**src/rtl/fetch_unit_pkg.sv**
```systemverilog
// Shared constants and types for the RV32I instruction fetch stage.
package fetch_unit_pkg;

  localparam logic [31:0] INST_NOP         = 32'h0000_0013;
  localparam logic [31:0] DEFAULT_RESET_PC = 32'h0000_0000;

  typedef enum logic {
    FETCH_RUN   = 1'b0,
    FETCH_DRAIN = 1'b1
  } fetch_state_e;

  // Instruction addresses are always word aligned.
  function automatic logic [31:0] align_pc(input logic [31:0] pc);
    return {pc[31:2], 2'b00};
  endfunction

endpackage

```
**src/rtl/fetch_unit_if.sv**
```systemverilog
// Instruction-memory request/response bus plus the decode-side valid/ready port.
interface fetch_unit_if #(
  parameter int unsigned N_param = 32
) ();

  logic               imem_req_o;
  logic [31:0]        imem_addr_o;
  logic               imem_gnt_i;
  logic               imem_rvalid_i;
  logic [N_param-1:0] imem_rdata_i;

  logic [N_param-1:0] instruction_o;
  logic [31:0]        pc_o;
  logic               valid_o;
  logic               ready_i;

  modport master (
    output imem_req_o, imem_addr_o, instruction_o, pc_o, valid_o,
    input  imem_gnt_i, imem_rvalid_i, imem_rdata_i, ready_i
  );

  modport slave (
    input  imem_req_o, imem_addr_o, instruction_o, pc_o, valid_o,
    output imem_gnt_i, imem_rvalid_i, imem_rdata_i, ready_i
  );

endinterface

```
**src/rtl/fetch_unit_fifo.sv**
```systemverilog
// Reservation FIFO: entries are reserved at grant with their pc, filled in order
// by responses, and popped from the head once filled.
module fetch_fifo
  import fetch_unit_pkg::*;
#(
  parameter int unsigned N_param    = 32,
  parameter int unsigned FIFO_DEPTH = 4,
  parameter logic [31:0] RESET_PC   = DEFAULT_RESET_PC,
  localparam int unsigned CW        = $clog2(FIFO_DEPTH) + 1
) (
  input  logic               i_clk,
  input  logic               i_rst,
  input  logic               flush_i,
  input  logic               reserve_i,
  input  logic [31:0]        reserve_pc_i,
  input  logic               fill_i,
  input  logic [N_param-1:0] fill_data_i,
  input  logic               pop_i,
  output logic [CW-1:0]      count_o,
  output logic [CW-1:0]      outstanding_o,
  output logic [31:0]        head_pc_o,
  output logic [N_param-1:0] head_data_o,
  output logic               head_filled_o
);

  localparam int unsigned IW = $clog2(FIFO_DEPTH);

  logic [CW-1:0]         head_q;
  logic [CW-1:0]         fill_q;
  logic [CW-1:0]         tail_q;
  logic [31:0]           pc_q     [FIFO_DEPTH];
  logic [N_param-1:0]    data_q   [FIFO_DEPTH];
  logic [FIFO_DEPTH-1:0] filled_q;

  logic [IW-1:0] head_idx;
  logic [IW-1:0] fill_idx;
  logic [IW-1:0] tail_idx;

  assign head_idx = head_q[IW-1:0];
  assign fill_idx = fill_q[IW-1:0];
  assign tail_idx = tail_q[IW-1:0];

  // head <= fill <= tail; the extra pointer bit separates full from empty.
  assign count_o       = tail_q - head_q;
  assign outstanding_o = tail_q - fill_q;
  assign head_pc_o     = pc_q[head_idx];
  assign head_data_o   = data_q[head_idx];
  assign head_filled_o = filled_q[head_idx];

  // Reserve, fill and pop never touch the same slot in one cycle.
  always_ff @(posedge i_clk or posedge i_rst) begin
    if (i_rst) begin
      head_q   <= '0;
      fill_q   <= '0;
      tail_q   <= '0;
      filled_q <= '0;
      for (int i = 0; i < FIFO_DEPTH; i++) begin
        pc_q[i]   <= RESET_PC;
        data_q[i] <= N_param'(INST_NOP);
      end
    end else if (flush_i) begin
      head_q   <= '0;
      fill_q   <= '0;
      tail_q   <= '0;
      filled_q <= '0;
    end else begin
      if (reserve_i) begin
        pc_q[tail_idx]     <= reserve_pc_i;
        filled_q[tail_idx] <= 1'b0;
        tail_q             <= tail_q + CW'(1);
      end
      if (fill_i) begin
        data_q[fill_idx]   <= fill_data_i;
        filled_q[fill_idx] <= 1'b1;
        fill_q             <= fill_q + CW'(1);
      end
      if (pop_i) begin
        filled_q[head_idx] <= 1'b0;
        head_q             <= head_q + CW'(1);
      end
    end
  end

endmodule

```
**src/rtl/fetch_unit.sv**
```systemverilog
// RV32I fetch stage: owns the pc, issues word fetches, buffers responses and
// discards stale responses after a redirect from execute.
module fetch_unit
  import fetch_unit_pkg::*;
#(
  parameter int unsigned N_param    = 32,
  parameter logic [31:0] RESET_PC   = DEFAULT_RESET_PC,
  parameter int unsigned FIFO_DEPTH = 4
) (
  input  logic         i_clk,
  input  logic         i_rst,
  input  logic         i_en,
  input  logic         redirect_i,
  input  logic [31:0]  redirect_pc_i,
  fetch_unit_if.master bus
);

  localparam int unsigned CW      = $clog2(FIFO_DEPTH) + 1;
  localparam logic [CW-1:0] DEPTH_C = CW'(FIFO_DEPTH);

  fetch_state_e       state_q;
  logic [31:0]        pc_q;
  logic [CW-1:0]      discard_q;

  logic               run;
  logic               can_reserve;
  logic               req;
  logic               grant;
  logic               rsp_live;
  logic               fill;
  logic               pop;
  logic               stale_grant;
  logic [CW-1:0]      count;
  logic [CW-1:0]      outstanding;
  logic [CW-1:0]      redirect_cnt_d;
  logic [CW-1:0]      drain_cnt_d;
  logic [31:0]        head_pc;
  logic [N_param-1:0] head_data;
  logic               head_filled;

  assign run         = (state_q == FETCH_RUN);
  assign can_reserve = (count < DEPTH_C);
  assign req         = ~i_rst & run & i_en & can_reserve & ~redirect_i;
  assign grant       = req & bus.imem_gnt_i;
  assign rsp_live    = bus.imem_rvalid_i & (outstanding != '0);
  assign fill        = run & rsp_live & ~redirect_i;
  assign pop         = head_filled & bus.ready_i & ~redirect_i;

  // A grant that lands with a redirect still belongs to the old path and must be drained.
  assign stale_grant    = run & i_en & can_reserve & bus.imem_gnt_i;
  assign redirect_cnt_d = outstanding + CW'(stale_grant) - CW'(rsp_live);
  assign drain_cnt_d    = discard_q - CW'(bus.imem_rvalid_i & (discard_q != '0));

  assign bus.imem_req_o    = req;
  assign bus.imem_addr_o   = pc_q;
  assign bus.valid_o       = head_filled;
  assign bus.instruction_o = head_data;
  assign bus.pc_o          = head_pc;

  always_ff @(posedge i_clk or posedge i_rst) begin
    if (i_rst) begin
      state_q   <= FETCH_RUN;
      pc_q      <= RESET_PC;
      discard_q <= '0;
    end else if (run) begin
      if (redirect_i) begin
        pc_q      <= align_pc(redirect_pc_i);
        discard_q <= redirect_cnt_d;
        state_q   <= (redirect_cnt_d != '0) ? FETCH_DRAIN : FETCH_RUN;
      end else if (grant) begin
        pc_q <= pc_q + 32'd4;
      end
    end else begin
      // Draining: a further redirect only retargets the pc.
      discard_q <= drain_cnt_d;
      if (redirect_i) begin
        pc_q <= align_pc(redirect_pc_i);
      end
      if (drain_cnt_d == '0) begin
        state_q <= FETCH_RUN;
      end
    end
  end

  // A response with nothing outstanding is a memory protocol violation.
  always_ff @(posedge i_clk) begin
    if (!i_rst) begin
      assert (!(run && bus.imem_rvalid_i && (outstanding == '0)));
    end
  end

  fetch_fifo #(
    .N_param    (N_param),
    .FIFO_DEPTH (FIFO_DEPTH),
    .RESET_PC   (RESET_PC)
  ) u_fifo (
    .i_clk         (i_clk),
    .i_rst         (i_rst),
    .flush_i       (redirect_i),
    .reserve_i     (grant),
    .reserve_pc_i  (pc_q),
    .fill_i        (fill),
    .fill_data_i   (bus.imem_rdata_i),
    .pop_i         (pop),
    .count_o       (count),
    .outstanding_o (outstanding),
    .head_pc_o     (head_pc),
    .head_data_o   (head_data),
    .head_filled_o (head_filled)
  );

endmodule

```
**src/flat_wrapper.sv**
```systemverilog
// flat-port wrapper written by rule: the top's interface ports become plain ports
module fetch_unit_flat import fetch_unit_pkg::*;
#(
  parameter int unsigned N_param    = 32,
  parameter logic [31:0] RESET_PC   = DEFAULT_RESET_PC,
  parameter int unsigned FIFO_DEPTH = 4
)
  (i_clk, i_rst, i_en, redirect_i, redirect_pc_i, bus_imem_req_o, bus_imem_addr_o, bus_instruction_o, bus_pc_o, bus_valid_o, bus_imem_gnt_i, bus_imem_rvalid_i, bus_imem_rdata_i, bus_ready_i);
  fetch_unit_if #(.N_param(N_param)) bus_i ();
  input  logic i_clk;
  input  logic i_rst;
  input  logic i_en;
  input  logic redirect_i;
  input  logic [31:0] redirect_pc_i;
  output wire logic [$bits(bus_i.imem_req_o)-1:0] bus_imem_req_o;
  output wire logic [$bits(bus_i.imem_addr_o)-1:0] bus_imem_addr_o;
  output wire logic [$bits(bus_i.instruction_o)-1:0] bus_instruction_o;
  output wire logic [$bits(bus_i.pc_o)-1:0] bus_pc_o;
  output wire logic [$bits(bus_i.valid_o)-1:0] bus_valid_o;
  input wire logic [$bits(bus_i.imem_gnt_i)-1:0] bus_imem_gnt_i;
  input wire logic [$bits(bus_i.imem_rvalid_i)-1:0] bus_imem_rvalid_i;
  input wire logic [$bits(bus_i.imem_rdata_i)-1:0] bus_imem_rdata_i;
  input wire logic [$bits(bus_i.ready_i)-1:0] bus_ready_i;
  assign bus_imem_req_o = bus_i.imem_req_o;
  assign bus_imem_addr_o = bus_i.imem_addr_o;
  assign bus_instruction_o = bus_i.instruction_o;
  assign bus_pc_o = bus_i.pc_o;
  assign bus_valid_o = bus_i.valid_o;
  assign bus_i.imem_gnt_i = bus_imem_gnt_i;
  assign bus_i.imem_rvalid_i = bus_imem_rvalid_i;
  assign bus_i.imem_rdata_i = bus_imem_rdata_i;
  assign bus_i.ready_i = bus_ready_i;
  fetch_unit #(.N_param(N_param), .RESET_PC(RESET_PC), .FIFO_DEPTH(FIFO_DEPTH)) u_core (.i_clk(i_clk), .i_rst(i_rst), .i_en(i_en), .redirect_i(redirect_i), .redirect_pc_i(redirect_pc_i), .bus(bus_i));
endmodule
```
**config.mk**
```make
export PLATFORM = sky130hd
export DESIGN_NAME = fetch_unit_flat
export DESIGN_NICKNAME = d
export VERILOG_FILES = /design/src/rtl/fetch_unit_pkg.sv /design/src/rtl/fetch_unit_if.sv /design/src/rtl/fetch_unit_fifo.sv /design/src/rtl/fetch_unit.sv /design/src/flat_wrapper.sv
export SDC_FILE = /design/constraint.sdc
export NUM_CORES = 1
export LEC_CHECK = 0
export BUFFER_PORTS_ARGS = -buffer_cell sky130_fd_sc_hd__buf_2
export CAP_MARGIN = 20
export CORE_ASPECT_RATIO = 1.25
export CORE_MARGIN = 8
export CORE_UTILIZATION = 40
export CTS_BUF_LIST = sky130_fd_sc_hd__clkbuf_8 sky130_fd_sc_hd__clkbuf_16
export DETAILED_ROUTE_END_ITERATION = 8
export PLACE_DENSITY_LB_ADDON = 0.1
export SLEW_MARGIN = 10
export SYNTH_ARGS = -nofsm -noshare
export SYNTH_HDL_FRONTEND = slang
export SYNTH_HIERARCHICAL = 1
export SYNTH_SLANG_ARGS = --single-unit
```
**constraint.sdc**
```tcl
create_clock -name i_clk -period 9 [get_ports i_clk]
set_clock_uncertainty 0.15 [all_clocks]
set_input_delay 1.8 -clock i_clk [delete_from_list [all_inputs] [get_ports i_clk]]
set_output_delay 1.8 -clock i_clk [all_outputs]
set_load 0.01 [all_outputs]
```
# After elaboration in Yosys (flattened, before gate mapping)
# Index checks and enable logic that the tools add are counted.
# totals
register_bits,305
in_bits,71
elab_cells,120
# op_classes
reduce_logical,16
n_eq_ne,1
n_mux,42
n_addsub,9
bitwise_logic,25
magnitude_cmp,12
# op_table
cell,n
32-bit 2-to-1 mux,10
128-bit bitwise mux,2
32-bit binary-select mux with 2-bit select,2
32-bit demux with 2-bit select,2
32-bit by 3-bit adder with 32-bit output (second input constant),1
3-bit 2-to-1 mux,8
4-bit 2-to-1 mux,6
1-bit bitwise AND,14
3-bit by 1-bit adder with 3-bit output (second input constant),3
3-bit greater-or-equal comparator (second input constant),3
2-bit by 3-bit < comparator with 1-bit output (second input constant),3
2-bit NOT with 3-bit output,3
3-bit nonzero test,3
3-bit subtractor,3
4-bit bitwise AND,2
1-bit 2-to-1 mux,8
4-bit NOT,2
2-bit nonzero test,4
1-bit demux with 2-bit select,3
2-bit by 1-bit greater-or-equal comparator with 1-bit output (second input constant),3
3-bit by 1-bit < comparator with 1-bit output (second input constant),2
2-bit AND reduction,3
1-bit logical AND,5
4-bit OR,1
other kinds (7),9

# Longest topological paths before layout
# depth
word_depth,14
depth_mapped,14
ltp_nobuf,14

# Cells and area by module
# Netlist, hierarchy kept.
# modules_own_cells
module,cells_each,seq_area_each_um2,instances,area_each_um2
fetch_fifo,706,6746.5,1,12550.8
fetch_unit,278,850.8,1,2378.5

# Worst setup path before layout
# Ideal clock, no wire load.
# synth_timing
path_type,input -> output
startpoint,input port redirect_i
endpoint,output port bus_imem_req_o
arrival_time_ns,2.792
stages,5
path_buffers,3
t_required_ns,7.050
slack_ns,4.258
cell_sequence,clkbuf_1 -> or2_2 -> buf_2 -> buf_2 -> nor2_1
# synth_between
elab_chain_cells,2
# synth_rtl
element,line,source
start: declaration,flat_wrapper.sv:13,input logic redirect_i;
1-bit NOT (no source line),--,
1-bit bitwise AND,fetch_unit.sv:43,assign req = ~i_rst & run & i_en & can_reserve & ~redirect_i;
end: declaration,flat_wrapper.sv:15,output wire logic [$bits(bus_i.imem_req_o)-1:0] bus_imem_req_o;
# No other way between the ends.

# Final worst setup path
# Same ends and word-level chain as after synthesis.

==> summary.md <==
| Metric | Value |
|---|---|
| Status | `finished, final reports clean` |
| Drt drc | `0` |
| WP data required | `7050 ps` |
| Num CTS Buffers | `34` |
| Hold Buf Count CTS | `0` |
| Io pins | `approximately 170` |
| Period Utilization, post-route | `around three fifths` |
| Post-CTS Resized | `0` |
| Root Driver | `clkbuf_16` |
| Via/cell ratio | `around 5.3` |
| Largest net degree at the start of global routing | `65` |
| GRT Overall Usage | `16.5%` |
| CP Data Arrival Time | `roughly 3300 ps` |
| Worst VDD drop | `between 0.1 and 0.15 mV` |
| Synth Warn # | `6` |
| Reg2reg setup slack | `4620 ps` |
| Die ar. | `43800 µm²` |
| DRT Pass-1 Iters | `4` |
| GRT overflow | `0` |
| Post-CTS Setup Inserts | `0` |
| Pwr per Cell Area | `between 200 and 250 nW/µm²` |
| Clock Pin Slew Worst Setup and Hold Paths | `roughly 60 ps` |
| Placed Area | `16100 µm²` |
| Crit Path Class | `primary input to output pin` |
| Routed Antenna Nets | `0` |
| Gpl congestion | `approximately 0.8` |
| Unrepaired setup endpoints after global routing | `no` |
| HP Class | `flip-flop to flip-flop` |
| CTS sink count | `slightly above 300` |
| Final Hold Viols | `0` |
| Initial Utilization | `40.4%` |
| Core ar. | `between 30000 and 40000 µm²` |
| Final wirelength | `approximately 36 mm` |
| Port buffer count | `164` |
| DIE WIDTH | `roughly 190 µm` |
| Area grow syn2layout | `15.0%` |
| Antenna violations before repair | `2` |
| HPWL Detailed | `22.1 mm` |
| Max cap viols | `0` |
| TritonCTS clock tree | `yes` |
| Mean Syn Cell Area | `between 15 and 20 µm²` |
| Final Max Tran Viols | `0` |
| Clock buffer depth | `3` |
| Syn Std Cell Area | `between 10000 and 15000 µm²` |
| Global-route wire length before repair | `about 57 mm` |
| Fill cells | `about 3400` |
| Final #Nets | `roughly 1200` |
| Number of global-route vias before repair | `roughly 9500` |
| DRT iter0 DRCs | `around 430` |
| Filler-free cell count of the finished design | `1653` |
| Worst setup EP type | `output pin` |
| Placed cells | `about 1600` |
| Worst slew margin | `roughly a quarter` |
| Htree depth | `2` |
| Post-Syn Instances | `between 900 and 1000` |
| Max Freq | `189 MHz` |
| Row Count | `slightly below 80` |
| Leak pwr | `between 8 and 9 nW` |
| Worst-Margin Slew | `around 1100 ps` |
| Critical Path Source Type | `primary input` |
| Die height | `roughly 230 µm` |
| Design Area, Final | `17200 µm²` |
| Via count | `8829` |
| Final TNS setup | `0 ps` |
| Fin crit period | `5290 ps` |
| Layout cell share with drive strength beyond 1 | `about half` |
| Pwr Total | `between 4 and 5 mW` |
| Avg WL per Cell | `21.6 µm` |
| Worst-Skew Late Latency | `roughly 520 ps` |
| Final Setup Violations | `0` |
| Largest fanout on the critical path | `58` |
==> worst max-delay path: stages <==
cell and delay (ps):
buf_2 70, buf_4 500, or2_2 590, nor2_1 150, buf_2 180
==> layout make-up <==
class | count | area (µm²) | area share (%)
diodes | 1 | 2.50 | 0.0146
clock buffers | 41 | 958 | 5.59
clock inverters | 18 | 131 | 0.766
inverters | 23 | 90.1 | 0.525
multi-input cells | 606 | 6860 | 40.0
flip-flops and latches | 303 | 7600 | 44.3
well taps | 486 | 608 | 3.54
repair buffers | 175 | 903 | 5.27
==> sequential cells by signal (all words and copies together), names as in the netlist <==
register,cells
u_core/u_fifo/head_q,3
u_core/state_q,1
u_core/discard_q,3
u_core/bus.imem_addr_o,30
u_core/u_fifo/fill_q,3
u_core/u_fifo/pc_q,128
u_core/u_fifo/tail_q,3
u_core/u_fifo/data_q,128
u_core/u_fifo/filled_q,4
==> where the power goes <==
part	internal, mW	total (mW)	switching (mW)
combinational	0.541	0.998	0.457
sequential	1.63	1.85	0.223
clock	0.810	1.36	0.553
total	2.98	4.21	1.23
==> stage by stage <==
step	hold slack [ps]	utilization [%]	setup WS, ps
after floorplan	309	-	3510
after global placement	321	43.5	3670
after detailed placement	331	43.5	3670
after CTS	345	46.4	3670
after global routing	359	46.4	3590
final	337	46.4	3710
==> routing by layer <==
layer	track usage (%)	part of all wire, %
met1	21.7	44
met2	26.8	48
met3	3.97	5.8
met4	4.87	2.4
met5	0	0.036
==> layout by cell type, fill, tap and decap left out, types with 7 or more instances in the layout <==
master	instances
nand4_1	9
dfrtp_1	289
a21bo_2	7
a21oi_1	31
nor3_1	11
mux2i_1	7
clkbuf_16	35
o21ai_0	13
xnor2_1	12
nand3_1	16
buf_4	11
nor2_1	32
mux2_2	128
ha_1	19
dfstp_2	12
mux2_1	8
buf_2	164
conb_1	10
nand2_1	22
mux4_2	65
inv_1	31
mux2_4	120
==> worst paths after layout <==
check,startpoint,end,depth (start not counted)
min reg2reg,u_core/u_fifo/pc_q[88],u_core/u_fifo/pc_q[88],1
max,redirect_i,bus_imem_req_o,5
max reg2reg,u_core/u_fifo/head_q[0],u_core/u_fifo/pc_q[32],10
min,u_core/u_fifo/pc_q[88],u_core/u_fifo/pc_q[88],1
max in group asynchronous,i_rst,u_core/u_fifo/data_q[79],3
min in group asynchronous,i_rst,u_core/u_fifo/tail_q[2],2
(Power assumes the default switching activity.)
